$ cat src/rtl/tt_zbuf_seq.sv
// Break-before-make sequencer for a bank of zeroing-buffer enables.
// Ports: clk, rst (async high); req_valid/req_ready/req_sel/req_off
// request handshake; zbuf_e one-hot/zero enables; cur_sel/cur_vld
// active index when settled; busy while breaking or making.
module tt_zbuf_seq #(
  parameter int N_OUT         = 4,
  parameter int SEL_W         = 2,
  parameter int DEAD_CYCLES   = 8,
  parameter int SETTLE_CYCLES = 16
) (
  input  logic             clk,
  input  logic             rst,
  input  logic             req_valid,
  output logic             req_ready,
  input  logic [SEL_W-1:0] req_sel,
  input  logic             req_off,
  output logic [N_OUT-1:0] zbuf_e,
  output logic [SEL_W-1:0] cur_sel,
  output logic             cur_vld,
  output logic             busy
);

  localparam int MAXC  = (DEAD_CYCLES > SETTLE_CYCLES) ?
                         DEAD_CYCLES : SETTLE_CYCLES;
  localparam int CNT_W = $clog2(MAXC + 1);

  localparam logic [CNT_W-1:0] DEAD_LD   = CNT_W'(DEAD_CYCLES);
  localparam logic [CNT_W-1:0] SETTLE_LD = CNT_W'(SETTLE_CYCLES);
  localparam logic [CNT_W-1:0] ONE       = CNT_W'(1);

  typedef enum logic [1:0] {
    S_OFF,
    S_BREAK,
    S_MAKE,
    S_ON
  } state_t;

  state_t           state;
  logic [CNT_W-1:0] cnt;
  logic [SEL_W-1:0] tgt;
  logic             tgt_off;
  logic             is_off;
  logic             is_same;

  function automatic logic [N_OUT-1:0] dec(input logic [SEL_W-1:0] s);
    logic [N_OUT-1:0] d;
    d = '0;
    for (int i = 0; i < N_OUT; i++)
      d[i] = (s == SEL_W'(i));
    return d;
  endfunction

  // Out-of-range indices are folded into the off path so they can
  // never reach the enable decode.
  assign is_off  = req_off || (int'(req_sel) >= N_OUT);
  assign is_same = !is_off && (req_sel == tgt);

  assign req_ready = (state == S_OFF) || (state == S_ON);
  assign busy      = (state == S_BREAK) || (state == S_MAKE);

  always_ff @(posedge clk or posedge rst) begin
    if (rst) begin
      state   <= S_OFF;
      cnt     <= '0;
      tgt     <= '0;
      tgt_off <= 1'b0;
      zbuf_e  <= '0;
      cur_sel <= '0;
      cur_vld <= 1'b0;
    end else begin
      unique case (state)
        S_OFF: begin
          // Nothing is driven, so a make needs no dead interval.
          if (req_valid && !is_off) begin
            tgt     <= req_sel;
            tgt_off <= 1'b0;
            cnt     <= SETTLE_LD;
            zbuf_e  <= dec(req_sel);
            state   <= S_MAKE;
          end
        end
        S_ON: begin
          if (req_valid && !is_same) begin
            tgt     <= is_off ? '0 : req_sel;
            tgt_off <= is_off;
            cnt     <= DEAD_LD;
            zbuf_e  <= '0;
            cur_sel <= '0;
            cur_vld <= 1'b0;
            state   <= S_BREAK;
          end
        end
        S_BREAK: begin
          if (cnt == ONE) begin
            if (tgt_off) begin
              tgt_off <= 1'b0;
              cnt     <= '0;
              state   <= S_OFF;
            end else begin
              cnt    <= SETTLE_LD;
              zbuf_e <= dec(tgt);
              state  <= S_MAKE;
            end
          end else begin
            cnt <= cnt - ONE;
          end
        end
        S_MAKE: begin
          if (cnt == ONE) begin
            cnt     <= '0;
            cur_sel <= tgt;
            cur_vld <= 1'b1;
            state   <= S_ON;
          end else begin
            cnt <= cnt - ONE;
          end
        end
        default: state <= S_OFF;
      endcase
    end
  end

endmodule

$ cat config.mk
export PLATFORM = sky130hd
export DESIGN_NAME = tt_zbuf_seq
export DESIGN_NICKNAME = d
export VERILOG_FILES = /design/src/rtl/tt_zbuf_seq.sv
export SDC_FILE = /design/constraint.sdc
export NUM_CORES = 1
export LEC_CHECK = 0
export CAP_MARGIN = 15
export CORE_ASPECT_RATIO = 0.7
export CORE_MARGIN = 10
export CORE_UTILIZATION = 53
export DETAILED_ROUTE_END_ITERATION = 7
export PLACE_DENSITY = 0.81
export SLEW_MARGIN = 20
export SYNTH_ARGS = -nofsm -noshare
export SYNTH_HDL_FRONTEND = slang
export SYNTH_SLANG_ARGS = --single-unit
export TNS_END_PERCENT = 100
$ cat constraint.sdc
create_clock -name clk -period 2.1 [get_ports clk]
set_clock_uncertainty 0.1 [all_clocks]
set_input_delay 0.63 -clock clk [delete_from_list [all_inputs] [get_ports clk]]
set_output_delay 0.63 -clock clk [all_outputs]
set_load 0.02 [all_outputs]
==> results of run 1 <==
[sequential cells by signal, indices dropped and copies added, names as in the netlist]
signal and count:
tgt 2, tgt_off 1, cur_sel 2, cnt 5
cur_vld 1, state 2, zbuf_e 4
[logic make-up after synthesis]
| kind of cell | Yosys count | synth area share |
|---|---|---|
| simple gates | 31 | 0.157 |
| compound gates | 29 | 0.208 |
| buf+inv | 17 | 0.0585 |
| flops | 17 | 0.382 |
| mux | 9 | 0.0877 |
| fa+ha+maj | 8 | 0.0900 |
| xor+xnor | 2 | 0.0158 |
[final timing paths]
kind	endpoint
worst max-delay path	cnt[2]
worst min-delay path	cur_vld
worst max register to register	cnt[4]
worst min register to register	cur_vld
max in group asynchronous	tgt[1]
min in group asynchronous	cur_sel[0]
[per-layer routing]
metal / vias up / GRT usage / wire length [µm]
li1: 502 / - / -
met1: 558 / 0.205 / 1510
met2: 90 / 0.282 / 1890
met3: 25 / 0.0603 / 416
met4: 0 / 0.0618 / 155
met5: - / 0 / 0
[cells in the final DEF (no fill, tap or decap), types with 3 or more instances in the layout]
cell	n
o31ai_1	6
inv_1	13
dfrtp_1	17
o22ai_1	4
o21ai_1	4
nor3_1	3
mux2_1	4
nor2_1	8
clkbuf_4	3
nand2_1	5
ha_1	6
mux2i_1	3
clkdlybuf4s50_1	9
buf_4	28
nand3_1	3
[power breakdown]
group	internal (µW)	leakage (µW)	switching [µW]
registers	470	0.000218	135
logic	962	0.000549	1150
clock network	71.2	0.0000177	114
total	1500	0.000785	1400
[layout make-up]
class                   instances  area share
repair buffers                 42       0.215
clock inverters                 1     0.00313
multi-input cells              79       0.449
inverters                      15      0.0352
flip-flops and latches         17       0.266
well taps                      22      0.0172
clock buffers                   3      0.0141
[per-stage QoR]
step                      area, µm²  setup TNS [ns]
after floorplan                1110               0
after global placement         1450           -4.22
after detailed placement       1450           -4.96
after CTS                      1520               0
after global routing           1600         -0.0193
final                          1600               0
[what timing repair did]
action,CTS,global route
hold buffers,0,0
setup endpoints to repair,11,16
endpoints found under the hold margin,0,0
buffers inserted,0,4
pin swaps,1,3
gates resized for setup,14,14
==> impl_metrics.ini, run 1 <==
[route]
drt_pass1_iterations = 5
drt-vias-per-instance = 6.56
wl_mm = 3.97
wl_per_cell_um = 22.2
vias = 1175
antenna_left = 0
drc_errors = 0
drtIter0Drc = 134

[cts]
cts_buffer_depth = 2
htreeDepth = 1
clkTransAtPathRegs_ns = 0.11
cts_tree = done
root_buffer = clkbuf_4
clock_sinks = 17
clk_latency_ns = 0.31
numCtsBuffers = 3

[timing]
fmax_mhz = 484
drv_slew = 0
hold_ws_ns = 0.412
worst_slack_ns = 0.0352
slew_headroom = 0.656
period_share = 0.983
setup_viol = 0
min_period_ns = 2.06
hold_violations = 0
max_slew.worst_pin.slew_ns = 0.512

[critical_path]
r2r_cells = 7
crit_buf_inv = 2
crit_path_max_fanout = 6
arrival_ns = 2.16
critPathRequiredTime_ns = 2.20
critical_path.top_delay_family = buffers and inverters
crit_chain = clkdlybuf4s50_1 -> nand2b_2 -> o41ai_4 -> buf_4 -> a211o_1 -> a32o_1
crit_start = req_valid
crit_slowest_cell = clkdlybuf4s50_1
max_stage_delay_ns = 0.54
cp.depth = 6
rr_startpoint = state[1]
crit_type = in2reg
worstSetupStartpointType = input port
end_kind = register
reg2reg_slack_ns = 0.04

[layout]
area_delta_synth_final_pct = 43.6
layout.cells.non_filler = 179
layout.nets = 172
multi_input_area_um2 = 717
num_antenna_cells = 0
finish.utilization = 0.832
fill_cells = 108
final-seq-area_um2 = 425
layout-drive-gt1-share = 0.363

[power_and_ir_drop]
power_density_nw_per_um2 = 1820
p_leak_uw = 0.000785
peakVddDrop_v = 0.00114
report.power.total_uw = 2910

[min_path]
hold_class = reg2reg
hold_depth = 1
hp-start = cur_vld

[place]
pre_cts_slack_ns = -0.392
place.gp.congestion = 0.906
dp_cells = 171
dp_hpwl_mm = 2.54
port_buffers = 14

[synthesis]
synth_top_area_share = 0.382
synth_edf_count = 0
synthesis.yosys.warnings = 0
ys_ff_latch = 17
netlist_area_um2 = 1110
synth_ff_type = dfrtp_1
yosysSeqAreaShare = 0.382
synth_common_cells = dfrtp_1, inv_1, nor2_1
yosysMostFrequentCell = dfrtp_1
yosysTopAreaCell = dfrtp_1
synth_cells = 113
postSynth.asyncResetShare = 1.00
syn_avg_cell_area_um2 = 9.84
synthesis.nets = 127
synth_cell_types = 35
netlist_top_cells_area = dfrtp_1, ha_1, mux2_1

[job]
cap_violations = 0

[floorplanning]
die_area_um2 = 4360
ioPinCount = 15
start_util = 0.580
rows = 13
fp.dieW_um = 74.8
coreArea_um2 = 1920
die_y_um = 58.3

[global_route]
overflow = 0
grt_pass1_wl_mm = 5.84
grt_pass1_vias = 1173
grtUsageTotal = 0.173
antenna_found_initial = 0
grt_max_degree = 18

[status]
run_status = completed
Note: power is estimated with default switching activity, not from simulation.
==> inputs of run 2 (changes only) <==
--- a/config.mk
+++ b/config.mk
@@ -7,10 +7,10 @@
 export LEC_CHECK = 0
 export CAP_MARGIN = 15
 export CORE_ASPECT_RATIO = 0.7
-export CORE_MARGIN = 10
 export CORE_UTILIZATION = 53
 export DETAILED_ROUTE_END_ITERATION = 7
 export PLACE_DENSITY = 0.81
+export RECOVER_POWER = 50
 export SLEW_MARGIN = 20
 export SYNTH_ARGS = -nofsm -noshare
 export SYNTH_HDL_FRONTEND = slang
==> impl_metrics.ini, run 2 (synthesis gave the netlist of run 1 again) <==
[global_route]
grt_max_degree = 18
grtUsageTotal = 0.298
grt_pass1_wl_mm = 4.71
antenna_found_initial = 0
grt_pass1_vias = 988
overflow = 0

[place]
place.gp.congestion = 0.881
dp_hpwl_mm = 2.50
pre_cts_slack_ns = -0.436
port_buffers = 14

[timing]
hold_violations = 0
fmax_mhz = 471
worst_slack_ns = -0.0216
max_slew.worst_pin.slew_ns = 0.945
drv_slew = 0
slew_headroom = 0.370
setup_viol = 1
min_period_ns = 2.12
period_share = 1.01

[layout]
layout.nets = 173
area_delta_synth_final_pct = 38.6
top_register = cnt
finish.utilization = 0.803
layout-drive-gt1-share = 0.316
mostFrequentLayoutCells = buf_4, dfrtp_1, inv_1
final_common_cell = buf_4
num_antenna_cells = 0
largest_registers = cnt: 5 flops, zbuf_e: 4 flops
largest_reg_flops = 5

[critical_path]
crit_chain = inv_1 -> ha_2 -> nor4b_4 -> buf_4 -> nor2_2 -> or4_1 -> a32oi_2
end_kind = register
crit_buf_inv = 2
worstSetupStartpointType = register
arrival_ns = 2.24
critical_path.top_delay_family = simple AND/OR/NAND/NOR gates
crit_type = reg2reg
critPathRequiredTime_ns = 2.22
max_stage_delay_ns = 0.56
crit_slowest_cell = or4_1
crit_path_max_fanout = 5

[cts]
numCtsBuffers = 3
cts_hold_buf = 0
clock_sinks = 17
cts_buffer_depth = 2
root_buffer = clkbuf_4
cts_tree = done
htreeDepth = 1
clk_latency_ns = 0.30
clkTransAtPathRegs_ns = 0.10

[route]
drtIter0Drc = 89
wl_per_cell_um = 19.0
wl_mm = 3.43
antenna_left = 0
drt_pass1_iterations = 7
drt-vias-per-instance = 6.27
drc_errors = 6
vias = 1128

[floorplanning]
coreArea_um2 = 1920
rows = 13
die_y_um = 40.3
die_area_um2 = 2290
fp.dieW_um = 56.8
start_util = 0.580
ioPinCount = 15

[job]
cap_violations = 0

[status]
violations = DRC, setup timing
run_status = complete, but fails checks

[power_and_ir_drop]
p_leak_uw = 0.000746
peakVddDrop_v = 0.00100
power_density_nw_per_um2 = 1800
report.power.total_uw = 2770

[min_path]
hold_class = reg2reg
-- run 2: cell types whose count changed in the layout (fill, tap and decap cells not counted), moves of 2 or more --
cell            previous run  this run
dlygate4sd2_1              1         3
clkbuf_1                   0         3
dlymetal6s2s_1             2         0
buf_4                     28        26
-- run 2: cell type report --
cell class | instances | area (µm²)
flip-flops and latches | 17 | 425
clock buffers | 3 | 22.5
multi-input cells | 79 | 672
fillers | 124 | 378
well taps | 22 | 27.5
inverters | 15 | 56.3
clock inverters | 1 | 5.00
repair buffers | 43 | 333
-- run 2: where the power goes --
part / internal [µW] / switching (µW) / total, µW
clock network: 71.2 / 114 / 185
logic: 907 / 1080 / 1980
registers: 469 / 130 / 600
total: 1450 / 1320 / 2770
-- run 2: repair_timing --
| item | CTS | global route |
|---|---|---|
| setup endpoints to repair | 14 | 10 |
| setup buffers | 1 | 1 |
| resized for setup | 13 | 7 |
| pin swaps | 2 | 0 |
-- run 2: final timing paths --
check / slack (ns) / depth (start not counted) / startpoint / endpoint
max in group asynchronous: 0.40 / 3 / rst / zbuf_e[1]
setup / recovery: -0.02 / 7 / cnt[1] / state[1]
hold / removal: 0.41 / 1 / zbuf_e[1] / zbuf_e[1]
hold reg to reg: 0.41 / 1 / zbuf_e[1] / zbuf_e[1]
setup reg to reg: -0.02 / 7 / cnt[1] / state[1]
min in group asynchronous: 0.93 / 3 / rst / cur_sel[0]
-- run 2: worst register-to-register path, cell delays in order (launching register included) --
cell	delay (ns)
dfrtp_1	0.42
inv_1	0.10
ha_2	0.22
nor4b_4	0.20
buf_4	0.19
nor2_2	0.06
or4_1	0.56
a32oi_2	0.20
-- run 2: metal layers --
metal	global-route usage	vias to the layer above	wire length (µm)
met5	0	-	0
met2	0.470	83	1570
met3	0.100	17	436
met4	0.116	0	91
li1	-	503	-
met1	0.390	525	1330
-- run 2: per-stage QoR --
step	instances	setup TNS, ns	cell area, µm²	hold WS (ns)
after floorplan	113	0	1110	0.378
after global placement	174	-4.56	1470	0.367
after detailed placement	174	-5.82	1470	0.397
after CTS	179	0	1520	0.421
after global routing	180	-0.0531	1540	0.432
final	180	-0.0216	1540	0.410
==> inputs of run 3 (changes only) <==
--- a/config.mk
+++ b/config.mk
@@ -7,9 +7,9 @@
 export LEC_CHECK = 0
 export CAP_MARGIN = 15
 export CORE_ASPECT_RATIO = 0.7
-export CORE_UTILIZATION = 53
+export CORE_UTILIZATION = 48
 export DETAILED_ROUTE_END_ITERATION = 7
-export PLACE_DENSITY = 0.81
+export PLACE_DENSITY = 0.78
 export RECOVER_POWER = 50
 export SLEW_MARGIN = 20
 export SYNTH_ARGS = -nofsm -noshare
==> constraint.sdc (replaced) <==
create_clock -name clk -period 1.75 [get_ports clk]
set_clock_uncertainty 0.1 [all_clocks]
set_input_delay 0.525 -clock clk [delete_from_list [all_inputs] [get_ports clk]]
set_output_delay 0.525 -clock clk [all_outputs]
set_load 0.02 [all_outputs]
==> impl_metrics.ini, run 3 (synthesis gave the netlist of run 1 again) <==
[min_path]
holdPathEnd = cur_sel[0]
hold_depth = 2
hold_class = reg2reg
hp-start = cur_sel[0]

[global_route]
grt_pass1_vias = 1249
grtUsageTotal = 0.340
antenna_found_initial = 0
grt_max_degree = 18
overflow = 0
grt_pass1_wl_mm = 6.18

[route]
drc_errors = 0
antenna_left = 0
wl_mm = 4.37
vias = 1282
drtIter0Drc = 111
wl_per_cell_um = 20.7
drt-vias-per-instance = 6.08
drt_pass1_iterations = 5

[place]
placed_area_um2 = 1670
pre_cts_slack_ns = -0.741
place.gp.congestion = 0.958
port_buffers = 14
dp_hpwl_mm = 2.66

[critical_path]
arrival_ns = 2.04
reg2reg_slack_ns = -0.19
crit_type = reg2reg
end_kind = register
critPathRequiredTime_ns = 1.84
r2r_end = zbuf_e[2]
rr_startpoint = state[1]
worstSetupStartpointType = register
crit_path_max_fanout = 4
r2r_cells = 7

[cts]
clk_latency_ns = 0.31
numCtsBuffers = 3
clock_sinks = 17
clkTransAtPathRegs_ns = 0.12
cts_hold_buf = 0
root_buffer = clkbuf_4
cts_buffer_depth = 2
cts_tree = done
htreeDepth = 1

[timing]
worst_slack_ns = -0.194
hold_ws_ns = 0.403
slew_headroom = 0.356
tns_ns = -2.26
period_share = 1.11
setup_viol = 17
rsz0062_at_grt = true
max_slew.worst_pin.slew_ns = 0.966
drv_slew = 0
hold_violations = 0
min_period_ns = 1.94
fmax_mhz = 514

[layout]
layout.nets = 194
largest_registers = cnt: 5 flops, zbuf_e: 4 flops
largest_reg_flops = 5
num_antenna_cells = 0
finish.utilization = 0.914
final_common_cell = buf_4
layout-drive-gt1-share = 0.581
multi_input_area_um2 = 900
final-seq-area_um2 = 427
fill_cells = 84
mostFrequentLayoutCells = buf_4, dfrtp_1, buf_6
top_register = cnt
finalInstanceArea_um2 = 1980
area_delta_synth_final_pct = 78.4

[job]
cap_violations = 0

[floorplanning]
rows = 14
coreArea_um2 = 2170
die_area_um2 = 2520
ioPinCount = 15
die_y_um = 42.3
start_util = 0.512
fp.dieW_um = 59.5

[status]
violations = setup timing
run_status = complete, but fails checks

[power_and_ir_drop]
peakVddDrop_v = 0.00170
power_density_nw_per_um2 = 2230
p_leak_uw = 0.000949
## run 3: changes by cell type in the layout (fill, tap and decap cells not counted), moves of 4 or more
cell	change
ha_1	-4
clkdlybuf4s50_1	-7
mux2_1	-5
o31ai_1	-4
dlygate4sd2_1	+6
o31ai_2	+4
buf_6	+11
buf_4	+14
inv_1	-4
ha_4	+5
mux2_4	+6
## run 3: final cells by class
cell class	instances	area share
tap	32	0.0202
clock buffer	3	0.0113
multi-input combinational	79	0.453
clock inverter	1	0.00252
timing repair buffer	64	0.268
inverter	15	0.0296
sequential	17	0.215
## run 3: how the worst max path moves through the flow
stage / startpoint / end / cells after the start
after global routing: state[1] / cnt[2] / 8
after CTS: state[1] / cnt[4] / 7
after floorplan: cnt[1] / zbuf_e[0] / 6
final: state[1] / zbuf_e[2] / 7
after global placement: req_sel[0] / tgt[0] / 6
after detailed placement: req_sel[0] / tgt[0] / 6
## run 3: critical path, stage by stage (launching register included)
cell	delay, ns
dfrtp_1	0.43
buf_6	0.13
ha_4	0.18
inv_4	0.05
buf_6	0.11
o41a_4	0.39
nand4_4	0.12
mux2_4	0.32
## run 3: report_power, final
group          internal [µW]  switching, µW
logic                   1720           1760
registers                566            158
clock network           85.3            142
## run 3: timing repair
action | in CTS | in global routing
gates resized for setup | 47 | 26
setup endpoints to repair | 26 | 19
setup buffers | 5 | 4
pin swaps | 13 | 17
## run 3: stage by stage
stage / cells / power, µW
finish: 211 / 4430
global placement: 198 / 3200
floorplan: 113 / 2170
detailed placement: 198 / 3310
global route: 211 / 4590
CTS: 207 / 3890
## run 3: metal layers
metal | vias up | global-route usage | routed length [µm]
met3 | 28 | 0.120 | 485
met1 | 610 | 0.442 | 1730
met2 | 98 | 0.539 | 2020
li1 | 546 | - | -
met4 | 0 | 0.0837 | 144
met5 | - | 0 | 0
